$ cat src/rtl/uart_rx_nodr_core_if.sv
// Bus bundle for uart_rx_nodr_core: serial line in, received byte / data-ready out,
// consumer clear of data-ready, plus the receiver FSM state for observation.
interface uart_rx_nodr_core_if;
  logic       in;
  logic [7:0] out;
  logic       dr;
  logic       dr_rst;
  logic [1:0] state_dbg;

  modport slave  (input in, dr_rst, output out, dr, state_dbg);
  modport master (output in, dr_rst, input out, dr, state_dbg);
endinterface

$ cat src/rtl/uart_rx_nodr_core.sv
// 8N1 UART receiver, LSB first, sticky dr flag that never stalls reception.
// Optional macro UART_RX_STOP_CHECK_EN discards frames whose stop sample is 0.
module uart_rx_nodr_core #(
  parameter int CLKS_PER_BIT = 1
) (
  input  logic              clk,
  input  logic              rst_n,
  uart_rx_nodr_core_if.slave bus
);

  localparam int CW   = (CLKS_PER_BIT > 1) ? $clog2(CLKS_PER_BIT) : 1;
  localparam int HALF = CLKS_PER_BIT / 2;
  localparam logic [CW-1:0] LAST_CNT = CW'(CLKS_PER_BIT - 1);
  localparam logic [CW-1:0] HALF_CNT = CW'(HALF - 1);

  typedef enum logic [1:0] {
    IDLE  = 2'd0,
    START = 2'd1,
    DATA  = 2'd2,
    STOP  = 2'd3
  } state_t;

  state_t        state;
  logic [CW-1:0] clk_cnt;
  logic [2:0]    bit_cnt;
  logic [7:0]    shift;
  logic [7:0]    out_r;
  logic          dr_r;
  logic          tick;
  logic          stop_ok;
  logic          commit;

  always_comb begin
    tick = (clk_cnt == LAST_CNT);
`ifdef UART_RX_STOP_CHECK_EN
    stop_ok = bus.in;
`else
    stop_ok = 1'b1;
`endif
    commit = (state == STOP) && tick && stop_ok;
  end

  always_ff @(posedge clk or negedge rst_n) begin
    if (!rst_n) begin
      state   <= IDLE;
      clk_cnt <= '0;
      bit_cnt <= '0;
      shift   <= '0;
      out_r   <= '0;
      dr_r    <= 1'b0;
    end else begin
      case (state)
        IDLE: begin
          clk_cnt <= '0;
          bit_cnt <= '0;
          // With one clk per bit the detecting sample is already the start bit.
          if (!bus.in) state <= (CLKS_PER_BIT == 1) ? DATA : START;
        end
        START: begin
          if (clk_cnt == HALF_CNT) begin
            clk_cnt <= '0;
            state   <= bus.in ? IDLE : DATA;
          end else begin
            clk_cnt <= clk_cnt + 1'b1;
          end
        end
        DATA: begin
          if (tick) begin
            clk_cnt <= '0;
            shift   <= {bus.in, shift[7:1]};
            bit_cnt <= bit_cnt + 1'b1;
            if (bit_cnt == 3'd7) state <= STOP;
          end else begin
            clk_cnt <= clk_cnt + 1'b1;
          end
        end
        STOP: begin
          if (tick) begin
            clk_cnt <= '0;
            state   <= IDLE;
          end else begin
            clk_cnt <= clk_cnt + 1'b1;
          end
        end
        default: state <= IDLE;
      endcase

      if (commit) out_r <= shift;

      // A commit on the same edge as dr_rst wins so no byte goes unnoticed.
      if (commit)          dr_r <= 1'b1;
      else if (bus.dr_rst) dr_r <= 1'b0;
    end
  end

  assign bus.out       = out_r;
  assign bus.dr        = dr_r;
  assign bus.state_dbg = state;

endmodule

$ cat src/flat_wrapper.sv
// flat-port wrapper written by rule: the top's interface ports become plain ports
module uart_rx_nodr_core_flat 
#(
  parameter int CLKS_PER_BIT = 1
)
  (clk, rst_n, bus_in, bus_dr_rst, bus_out, bus_dr, bus_state_dbg);
  uart_rx_nodr_core_if bus_i ();
  input  logic clk;
  input  logic rst_n;
  input wire logic [$bits(bus_i.in)-1:0] bus_in;
  input wire logic [$bits(bus_i.dr_rst)-1:0] bus_dr_rst;
  output wire logic [$bits(bus_i.out)-1:0] bus_out;
  output wire logic [$bits(bus_i.dr)-1:0] bus_dr;
  output wire logic [$bits(bus_i.state_dbg)-1:0] bus_state_dbg;
  assign bus_i.in = bus_in;
  assign bus_i.dr_rst = bus_dr_rst;
  assign bus_out = bus_i.out;
  assign bus_dr = bus_i.dr;
  assign bus_state_dbg = bus_i.state_dbg;
  uart_rx_nodr_core #(.CLKS_PER_BIT(CLKS_PER_BIT)) u_core (.clk(clk), .rst_n(rst_n), .bus(bus_i));
endmodule
$ cat config.mk
export PLATFORM = sky130hd
export DESIGN_NAME = uart_rx_nodr_core_flat
export DESIGN_NICKNAME = d
export VERILOG_FILES = /design/src/rtl/uart_rx_nodr_core_if.sv /design/src/rtl/uart_rx_nodr_core.sv /design/src/flat_wrapper.sv
export SDC_FILE = /design/constraint.sdc
export NUM_CORES = 1
export LEC_CHECK = 0
export ABC_AREA = 1
export CAP_MARGIN = 20
export CELL_PAD_IN_SITES_DETAIL_PLACEMENT = 0
export CELL_PAD_IN_SITES_GLOBAL_PLACEMENT = 1
export CORE_ASPECT_RATIO = 1.1
export CORE_MARGIN = 3
export CORE_UTILIZATION = 44
export CTS_CLUSTER_DIAMETER = 60
export DETAILED_ROUTE_END_ITERATION = 12
export PLACE_DENSITY = 0.85
export SKIP_CTS_REPAIR_TIMING = 1
export SKIP_LAST_GASP = 1
export SLEW_MARGIN = 15
export SYNTH_ARGS = -nofsm -noshare
export SYNTH_HDL_FRONTEND = slang
export SYNTH_SLANG_ARGS = --single-unit
$ cat constraint.sdc
create_clock -name clk -period 3.15 [get_ports clk]
set_input_delay 0.63 -clock clk [delete_from_list [all_inputs] [get_ports clk]]
set_output_delay 0.63 -clock clk [all_outputs]
set_load 0.05 [all_outputs]
==> results of run 1 <==
## report_power, final
part / switching (mW) / leakage [nW] / internal (mW)
clock network: 0.0860 / 0.0177 / 0.0473
logic: 0.446 / 0.284 / 0.240
registers: 0.0874 / 0.286 / 0.424
## synth_stat cells
master,n,share of area (%)
nand2_1,25,9.2
o21ai_2,17,15
o21ai_0,1,0.49
inv_2,2,0.74
dfrtp_1,23,57
nand2_2,1,0.62
nand2_4,1,1.1
nor3_2,1,0.98
buf_8,1,1.5
ha_1,2,2.5
inv_1,13,4.8
a22oi_1,1,0.74
buf_6,1,1.1
nand4_1,1,0.62
nand3_4,2,3.4
nand3_1,2,0.98
## state kept, by name, summed over array words and instances, names as in the netlist
register	count
u_core.clk_cnt	1
u_core.bit_cnt	3
u_core.bus.dr	1
u_core.bus.out	8
u_core.bus.state_dbg	2
u_core.shift	8
## cell type report
type | count | area [um^2]
timing repair buffer | 15 | 148
multi-input combinational | 54 | 359
tap | 28 | 35.0
sequential | 23 | 576
clock inverter | 1 | 5.00
inverter | 15 | 56.3
fill | 201 | 905
clock buffer | 3 | 22.5
## through the flow
step	power [mW]	std cells	util (%)	hold WS (ns)
global route	1.43	139	57.0	0.522
finish	1.33	139	57.0	0.496
global placement	1.20	135	55.7	0.464
floorplan	1.05	94	-	0.334
detailed placement	1.22	135	55.7	0.467
CTS	1.35	139	57.0	0.498
## per-layer routing
layer	vias to the layer above	GRT usage, %	part of all wire (%)
li1	329	-	-
met1	290	15.7	45
met2	15	19.6	51
met3	4	3.45	3.3
met4	0	5.62	1.3
met5	-	0	0
## worst register-to-register path, stage by stage, from the launching register on
cell	delay, ns
dfrtp_1	0.50
inv_2	0.13
nand3_4	0.22
nand2_1	0.16
o21ai_2	0.06
## worst paths after layout
| check | start | to | slack, ns | cells after the start |
|---|---|---|---|---|
| max | u_core.bus.state_dbg[1] | bus_state_dbg[1] | 0.80 | 1 |
| min | u_core.bus.out[0] | u_core.bus.out[0] | 0.50 | 2 |
| max reg2reg | u_core.bus.state_dbg[0] | u_core.shift[1] | 1.98 | 4 |
| min reg2reg | u_core.bus.out[0] | u_core.bus.out[0] | 0.50 | 2 |
| max in group asynchronous | rst_n | u_core.bus.out[3] | 2.27 | 2 |
| min in group asynchronous | rst_n | u_core.bit_cnt[2] | 0.66 | 2 |
## kinds of logic (layout without fill, tap and decap cells)
| family | count (synthesis) | after routing | share of synthesized area [%] |
|---|---|---|---|
| compound gates | 19 | 19 | 15.9 |
| fa+ha+maj | 2 | 2 | 2.46 |
| flops | 23 | 23 | 56.6 |
| buf+inv | 17 | 34 | 8.12 |
| simple gates | 33 | 33 | 17.0 |
==> reports/summary.txt, run 1 <==
Status -> completed
Hold Violations, Final -> 0
Delay-heaviest family, CP -> buffers and inverters
Most common cell after layout, fill and taps aside -> nand2_1
Pre-CTS worst setup slack -> 1.14 ns
RSZ-0062 raised after global routing -> no
Startpoint Class -> register
Later-pin clock latency in the skew report -> 0.30 ns
Crit-path max FO -> 7
Syn Inst Count -> 94
First-pass GRT wire length -> 2720 um
Total negative setup slack -> 0 ns
IO Port Bufs -> 14
Slew headroom -> 65.8%
Flops & latches, synth -> 23
ANT cells -> 0
Slowest stage cell, crit path -> clkdlybuf4s50_1
CP peak stage delay -> 0.88 ns
Die Width -> 51.8 um
Worst setup EP type -> output pin
Hpwl dp -> 1120 um
DIE AREA -> 2930 um^2
Remaining Overflow, GRT -> 0
GR Util All Layers -> 12.5%
Remaining DRCs -> 0
Period utilization -> 74.7%
Fin crit period -> 2.35 ns
Worst path buffer plus inverter count -> 1
Max VDD drop -> 0.000520 V
Distinct cells, synth -> 16
Worst-Margin Slew -> 0.511 ns
H-tree lvl count -> 1
Final non-filler cell area -> 1200 um^2
Nets -> 118
Largest net degree at the start of global routing -> 24
Core region area -> 2110 um^2
Worst setup margin -> 0.798 ns
Drt wl/cell -> 11.2 um
Initial antenna violation count -> 0
Clock slew at reported path FFs -> 0.12 ns
Initial core utilization -> 48.3%
Detail Route Antenna Nets -> 0
DRT Wirelength -> 1560 um
Worst hold path class -> register to register
Die height -> 56.4 um
Detailed-route via count -> 638
Most frequent cells in the layout -> 25 x nand2_1, 23 x dfrtp_1, 17 x o21ai_2
Vias in the first global route -> 638
FP Rows -> 17
Clock Path Buffers -> 2
Synth Area per Inst -> 10.8 um^2
Critical path class -> register to output pin
Clock sinks -> 23
Crit path cell chain -> clkdlybuf4s50_1
Register area share after synthesis -> 56.6%
I/O pins -> 15
Placer Congestion -> 0.661
Max_cap viols -> 0
Root buffer cell -> clkbuf_4
Finish-stage setup viols -> 0
Layout cells sized above 1 -> 26.1%
DRT iter0 DRCs -> 12
Power density over cell area -> 1110 nW/um^2
CTS tree -> done
Mapped cell area -> 1020 um^2
Cell leakage power -> 0.588 nW
TritonCTS buffer count -> 3
Warnings, synthesis -> 0
TritonRoute pass-1 iters -> 4
Critical path arrival -> 1.72 ns
Max Slew Vio Count -> 0
Skew final -> 0.00188 ns
Mapped Nets -> 100
Area Overhead vs Synth -> 18.1%
Placed Area -> 1170 um^2
Max Clk Rate -> 425 MHz
DR vias/cell -> 4.59
Critical path required time -> 2.52 ns
Power figures use the tool's default switching activity.
==> inputs of run 2 (changes only) <==
- CORE_UTILIZATION: 44 -> 40
- PLACE_DENSITY: 0.85 -> 0.78
- clock period: 3.15 -> 2.3 ns (I/O delays scaled with it)
==> reports/summary.txt, run 2 (synthesized netlist as in run 1, its figures left out) <==
Startpoint Class -> register
Skew final -> 0.00110 ns (-0.000772 ns)
DIE AREA -> 3180 um^2 (+8.9%)
Power density over cell area -> 1510 nW/um^2 (+36%)
Hold Violations, Final -> 0 (unchanged)
ANT cells -> 0 (unchanged)
TritonCTS buffer count -> 3 (unchanged)
TritonRoute pass-1 iters -> 4 (unchanged)
Total negative setup slack -> 0 ns (unchanged)
Fill count -> 229 (+14%)
FP Rows -> 18 (+1)
Hpwl dp -> 1120 um (-0.36%)
Area Overhead vs Synth -> 18.3%
Placed Area -> 1180 um^2 (+0.21%)
Clock slew at reported path FFs -> 0.12 ns (about the same)
Root buffer cell -> clkbuf_4
GR Util All Layers -> 12.0% (-0.48 points)
Reg2Reg Depth -> 4 (unchanged)
Clock Path Buffers -> 2 (unchanged)
Clock sinks -> 23 (unchanged)
Later-pin clock latency in the skew report -> 0.30 ns (about the same)
Core region area -> 2340 um^2 (+11%)
I/O pins -> 15 (unchanged)
DRT Wirelength -> 1550 um (-0.45%)
Remaining Overflow, GRT -> 0 (unchanged)
R2R Setup Slk -> 1.13 ns (-0.85 ns)
Die Width -> 54.1 um (+4.3%)
Critical path arrival -> 1.72 ns (about the same)
Remaining DRCs -> 0 (unchanged)
Worst path buffer plus inverter count -> 1 (unchanged)
Vias in the first global route -> 647 (+1.4%)
Detail Route Antenna Nets -> 0 (unchanged)
Crit path from -> u_core.bus.state_dbg[1]
Fin crit period -> 2.18 ns
Crit path cell chain -> clkdlybuf4s50_1
Initial core utilization -> 43.4% (-4.9 points)
Die height -> 58.9 um (+4.4%)
Layout cells sized above 1 -> 26.1% (unchanged)
DR vias/cell -> 4.70 (+2.3%)
Largest net degree at the start of global routing -> 24 (unchanged)
Max_cap viols -> 0 (unchanged)
Placer Congestion -> 0.741 (+12%)
Hold_ws -> 0.484 ns (-0.0121 ns)
RSZ-0062 raised after global routing -> no
Nets -> 118 (unchanged)
Tot Pwr -> 1.82 mW (+37%)
First-pass GRT wire length -> 2800 um (+3.1%)
Status -> completed
Worst hold path class -> input pin to async pin
Drt wl/cell -> 11.0 um (-1.9%)
Initial antenna violation count -> 0 (unchanged)
Delay-heaviest family, CP -> buffers and inverters
Crit-path max FO -> 7 (unchanged)
H-tree lvl count -> 1 (unchanged)
RR Endpoint -> u_core.shift[6]
Detailed-route via count -> 662 (+3.8%)
Most frequent cells in the layout -> 25 x nand2_1, 23 x dfrtp_1, 17 x o21ai_2
IO Port Bufs -> 14 (unchanged)
Crit path depth -> 1 (unchanged)
Max Slew Vio Count -> 0 (unchanged)
Critical path required time -> 1.84 ns (-0.68 ns)
Finish-stage setup viols -> 0 (unchanged)
Most common cell after layout, fill and taps aside -> nand2_1
Slowest stage cell, crit path -> clkdlybuf4s50_1
CTS tree -> done
Critical path class -> register to output pin
Worst setup EP type -> output pin
DRT iter0 DRCs -> 20 (+8)
Period utilization -> 94.9%
CP peak stage delay -> 0.87 ns (about the same)
Max VDD drop -> 0.000667 V (+28%)
Max Clk Rate -> 458 MHz
Slew headroom -> 66.8% (+1.0 points)
FF-to-FF Start -> u_core.bus.state_dbg[0]
Worst-Margin Slew -> 0.496 ns (-0.0152 ns)
Worst Setup EP -> bus_state_dbg[1]
Final non-filler cell area -> 1200 um^2 (+0.21%)
Cell leakage power -> 0.588 nW (unchanged)
run 2: cell counts in the layout (fill, tap and decap cells not counted):
Identical to the previous run, type by type.
run 2: report_power, final:
group | internal [mW] | switching, mW
clock network | 0.0648 | 0.118
registers | 0.581 | 0.114
logic | 0.329 | 0.612
run 2: area by class of cell:
| cell class | count | area [um^2] | area share (%) |
|---|---|---|---|
| multi-input cells | 54 | 359 | 29.8 |
| clock inverters | 1 | 5.00 | 0.416 |
| well taps | 30 | 37.5 | 3.12 |
| clock buffers | 3 | 22.5 | 1.87 |
| inverters | 15 | 56.3 | 4.68 |
| repair buffers | 15 | 148 | 12.3 |
| flip-flops and latches | 23 | 576 | 47.8 |
run 2: worst min-delay path by stage:
stage | start | end | cells after the start
6_report | rst_n | u_core.bus.out[7] | 2
5_1_grt | rst_n | u_core.bus.out[7] | 2
4_1_cts | rst_n | u_core.bus.dr | 2
3_5_place_dp | u_core.shift[0] | u_core.shift[0] | 2
3_3_place_gp | u_core.bus.out[0] | u_core.bus.out[0] | 2
2_1_floorplan | rst_n | u_core.bit_cnt[0] | 0
run 2: per-stage QoR:
stage | utilization (%) | std cells | worst slack, ns
after floorplan | - | 94 | 0.945
after global placement | 50.2 | 137 | 0.497
after detailed placement | 50.2 | 137 | 0.468
after CTS | 51.4 | 141 | 0.103
after global routing | 51.4 | 141 | 0.0486
final | 51.4 | 141 | 0.116
run 2: metal layers:
layer	vias up	routed length [um]	global-route usage [%]	share of wire, %
met4	0	27	4.27	1.7
li1	333	-	-	-
met1	309	736	16.8	47
met5	-	0	0	0
met2	16	712	18.5	46
met3	4	74	2.28	4.8
==> inputs of run 3 (changes only) <==
- MAX_ROUTING_LAYER: unset -> met4
==> reports/summary.txt, run 3 (synthesized netlist as in run 1, its figures left out) <==
Status -> completed
Sw frac -> 46.4% (about the same)
TritonCTS buffer count -> 3 (unchanged)
First-pass GRT wire length -> 2800 um (unchanged)
Critical path required time -> 1.84 ns (about the same)
Hpwl dp -> 1120 um (unchanged)
Largest net degree at the start of global routing -> 24 (unchanged)
Delay-heaviest family, CP -> buffers and inverters
P_sw -> 844 uW (about the same)
Power share of the combinational group -> 51.7% (about the same)
IO Port Bufs -> 14 (unchanged)
Max_cap viols -> 0 (unchanged)
Worst-Margin Slew -> 0.496 ns (+0.000000775 ns)
Clock Path Buffers -> 2 (unchanged)
Initial core utilization -> 43.4% (unchanged)
Nets -> 118 (unchanged)
Max Slew Vio Count -> 0 (unchanged)
DR vias/cell -> 4.70 (unchanged)
Clk pwr share -> 10.1% (about the same)
Startpoint Class -> register
Most common cell after layout, fill and taps aside -> nand2_1
Remaining DRCs -> 0 (unchanged)
Reg2Reg Depth -> 4 (unchanged)
TritonRoute pass-1 iters -> 4 (unchanged)
Crit path depth -> 1 (unchanged)
R2R Setup Slk -> 1.13 ns (about the same)
Vias in the first global route -> 646 (-0.15%)
Layout cells sized above 1 -> 26.1% (unchanged)
Hold Violations, Final -> 0 (unchanged)
CP peak stage delay -> 0.87 ns (about the same)
DRT Wirelength -> 1550 um (unchanged)
Critical path arrival -> 1.72 ns (about the same)
Initial antenna violation count -> 0 (unchanged)
Drt wl/cell -> 11.0 um (unchanged)
Crit path cell chain -> clkdlybuf4s50_1
GR Util All Layers -> 12.4% (+0.35 points)
Finish-stage setup viols -> 0 (unchanged)
Cell leakage power -> 0.588 nW (unchanged)
Detailed-route via count -> 662 (unchanged)
Clock sinks -> 23 (unchanged)
Fin crit period -> 2.18 ns (-0.0000420 ns)
DRT iter0 DRCs -> 20 (unchanged)
Clock slew at reported path FFs -> 0.12 ns (about the same)
Max VDD drop -> 0.000667 V (about the same)
Later-pin clock latency in the skew report -> 0.30 ns (about the same)
Placer Congestion -> 0.751 (+1.3%)
Register share of total power -> 38.2% (about the same)
Worst setup EP type -> output pin
Worst path buffer plus inverter count -> 1 (unchanged)
Most frequent cells in the layout -> 25 x nand2_1, 23 x dfrtp_1, 17 x o21ai_2
Crit-path max FO -> 7 (unchanged)
Total negative setup slack -> 0 ns (unchanged)
Period utilization -> 94.9% (about the same)
Power Internal -> 975 uW (about the same)
Die Width -> 54.1 um (unchanged)
Power density over cell area -> 1510 nW/um^2 (about the same)
H-tree lvl count -> 1 (unchanged)
Detail Route Antenna Nets -> 0 (unchanged)
Core region area -> 2340 um^2 (unchanged)
ANT cells -> 0 (unchanged)
Final core occ -> 51.4% (unchanged)
Root buffer cell -> clkbuf_4
Die height -> 58.9 um (unchanged)
Area Overhead vs Synth -> 18.3% (unchanged)
FP Rows -> 18 (unchanged)
DIE AREA -> 3180 um^2 (unchanged)
Worst hold path class -> input pin to async pin
Slowest stage cell, crit path -> clkdlybuf4s50_1
CTS tree -> done
Slew headroom -> 66.8% (about the same)
Critical path class -> register to output pin
Skew final -> 0.00104 ns (-0.0000600 ns)
Max Clk Rate -> 458 MHz (about the same)
Remaining Overflow, GRT -> 0 (unchanged)
I/O pins -> 15 (unchanged)
RSZ-0062 raised after global routing -> no
## run 3: cell counts in the layout (fill, tap and decap cells not counted)
Identical to the previous run, type by type.
## run 3: final timing paths
path | startpoint | to
worst max-delay path | u_core.bus.state_dbg[1] | bus_state_dbg[1]
worst min register to register | u_core.shift[0] | u_core.shift[0]
worst max register to register | u_core.bus.state_dbg[0] | u_core.shift[6]
max in group asynchronous | rst_n | u_core.bus.out[4]
worst min-delay path | rst_n | u_core.bus.out[7]
min in group clk | u_core.shift[0] | u_core.shift[0]
## run 3: power by group through the flow
| stage | registers [mW] | clock network (mW) | logic (mW) |
|---|---|---|---|
| 6_report | 0.695 | 0.183 | 0.941 |
| 2_1_floorplan | 0.962 | 0 | 0.482 |
| 3_5_place_dp | 0.706 | 0 | 0.960 |
| 4_1_cts | 0.696 | 0.198 | 0.962 |
| 3_3_place_gp | 0.698 | 0 | 0.941 |
| 5_1_grt | 0.719 | 0.211 | 1.04 |
## run 3: cell type report
cell class	instances	area (um^2)
repair buffers	15	148
inverters	15	56.3
well taps	30	37.5
clock inverters	1	5.00
clock buffers	3	22.5
multi-input cells	54	359
fillers	229	1140
flip-flops and latches	23	576
## run 3: per-layer routing
metal	GRT usage [%]	routed length, um	up-vias
li1	-	-	333
met1	16.8	735	309
met2	18.5	714	16
met3	2.28	74	4
met4	4.27	25	0
met5	-	0	-
## run 3: per-stage QoR
step	std cells	hold WS, ns	area, um^2	power [mW]	setup slack (ns)
floorplan	94	0.164	1020	1.44	0.945
finish	141	0.484	1200	1.82	0.116
global route	141	0.505	1200	1.97	0.0486
detailed placement	137	0.468	1180	1.67	0.468
global placement	137	0.464	1180	1.64	0.497
CTS	141	0.483	1200	1.86	0.103
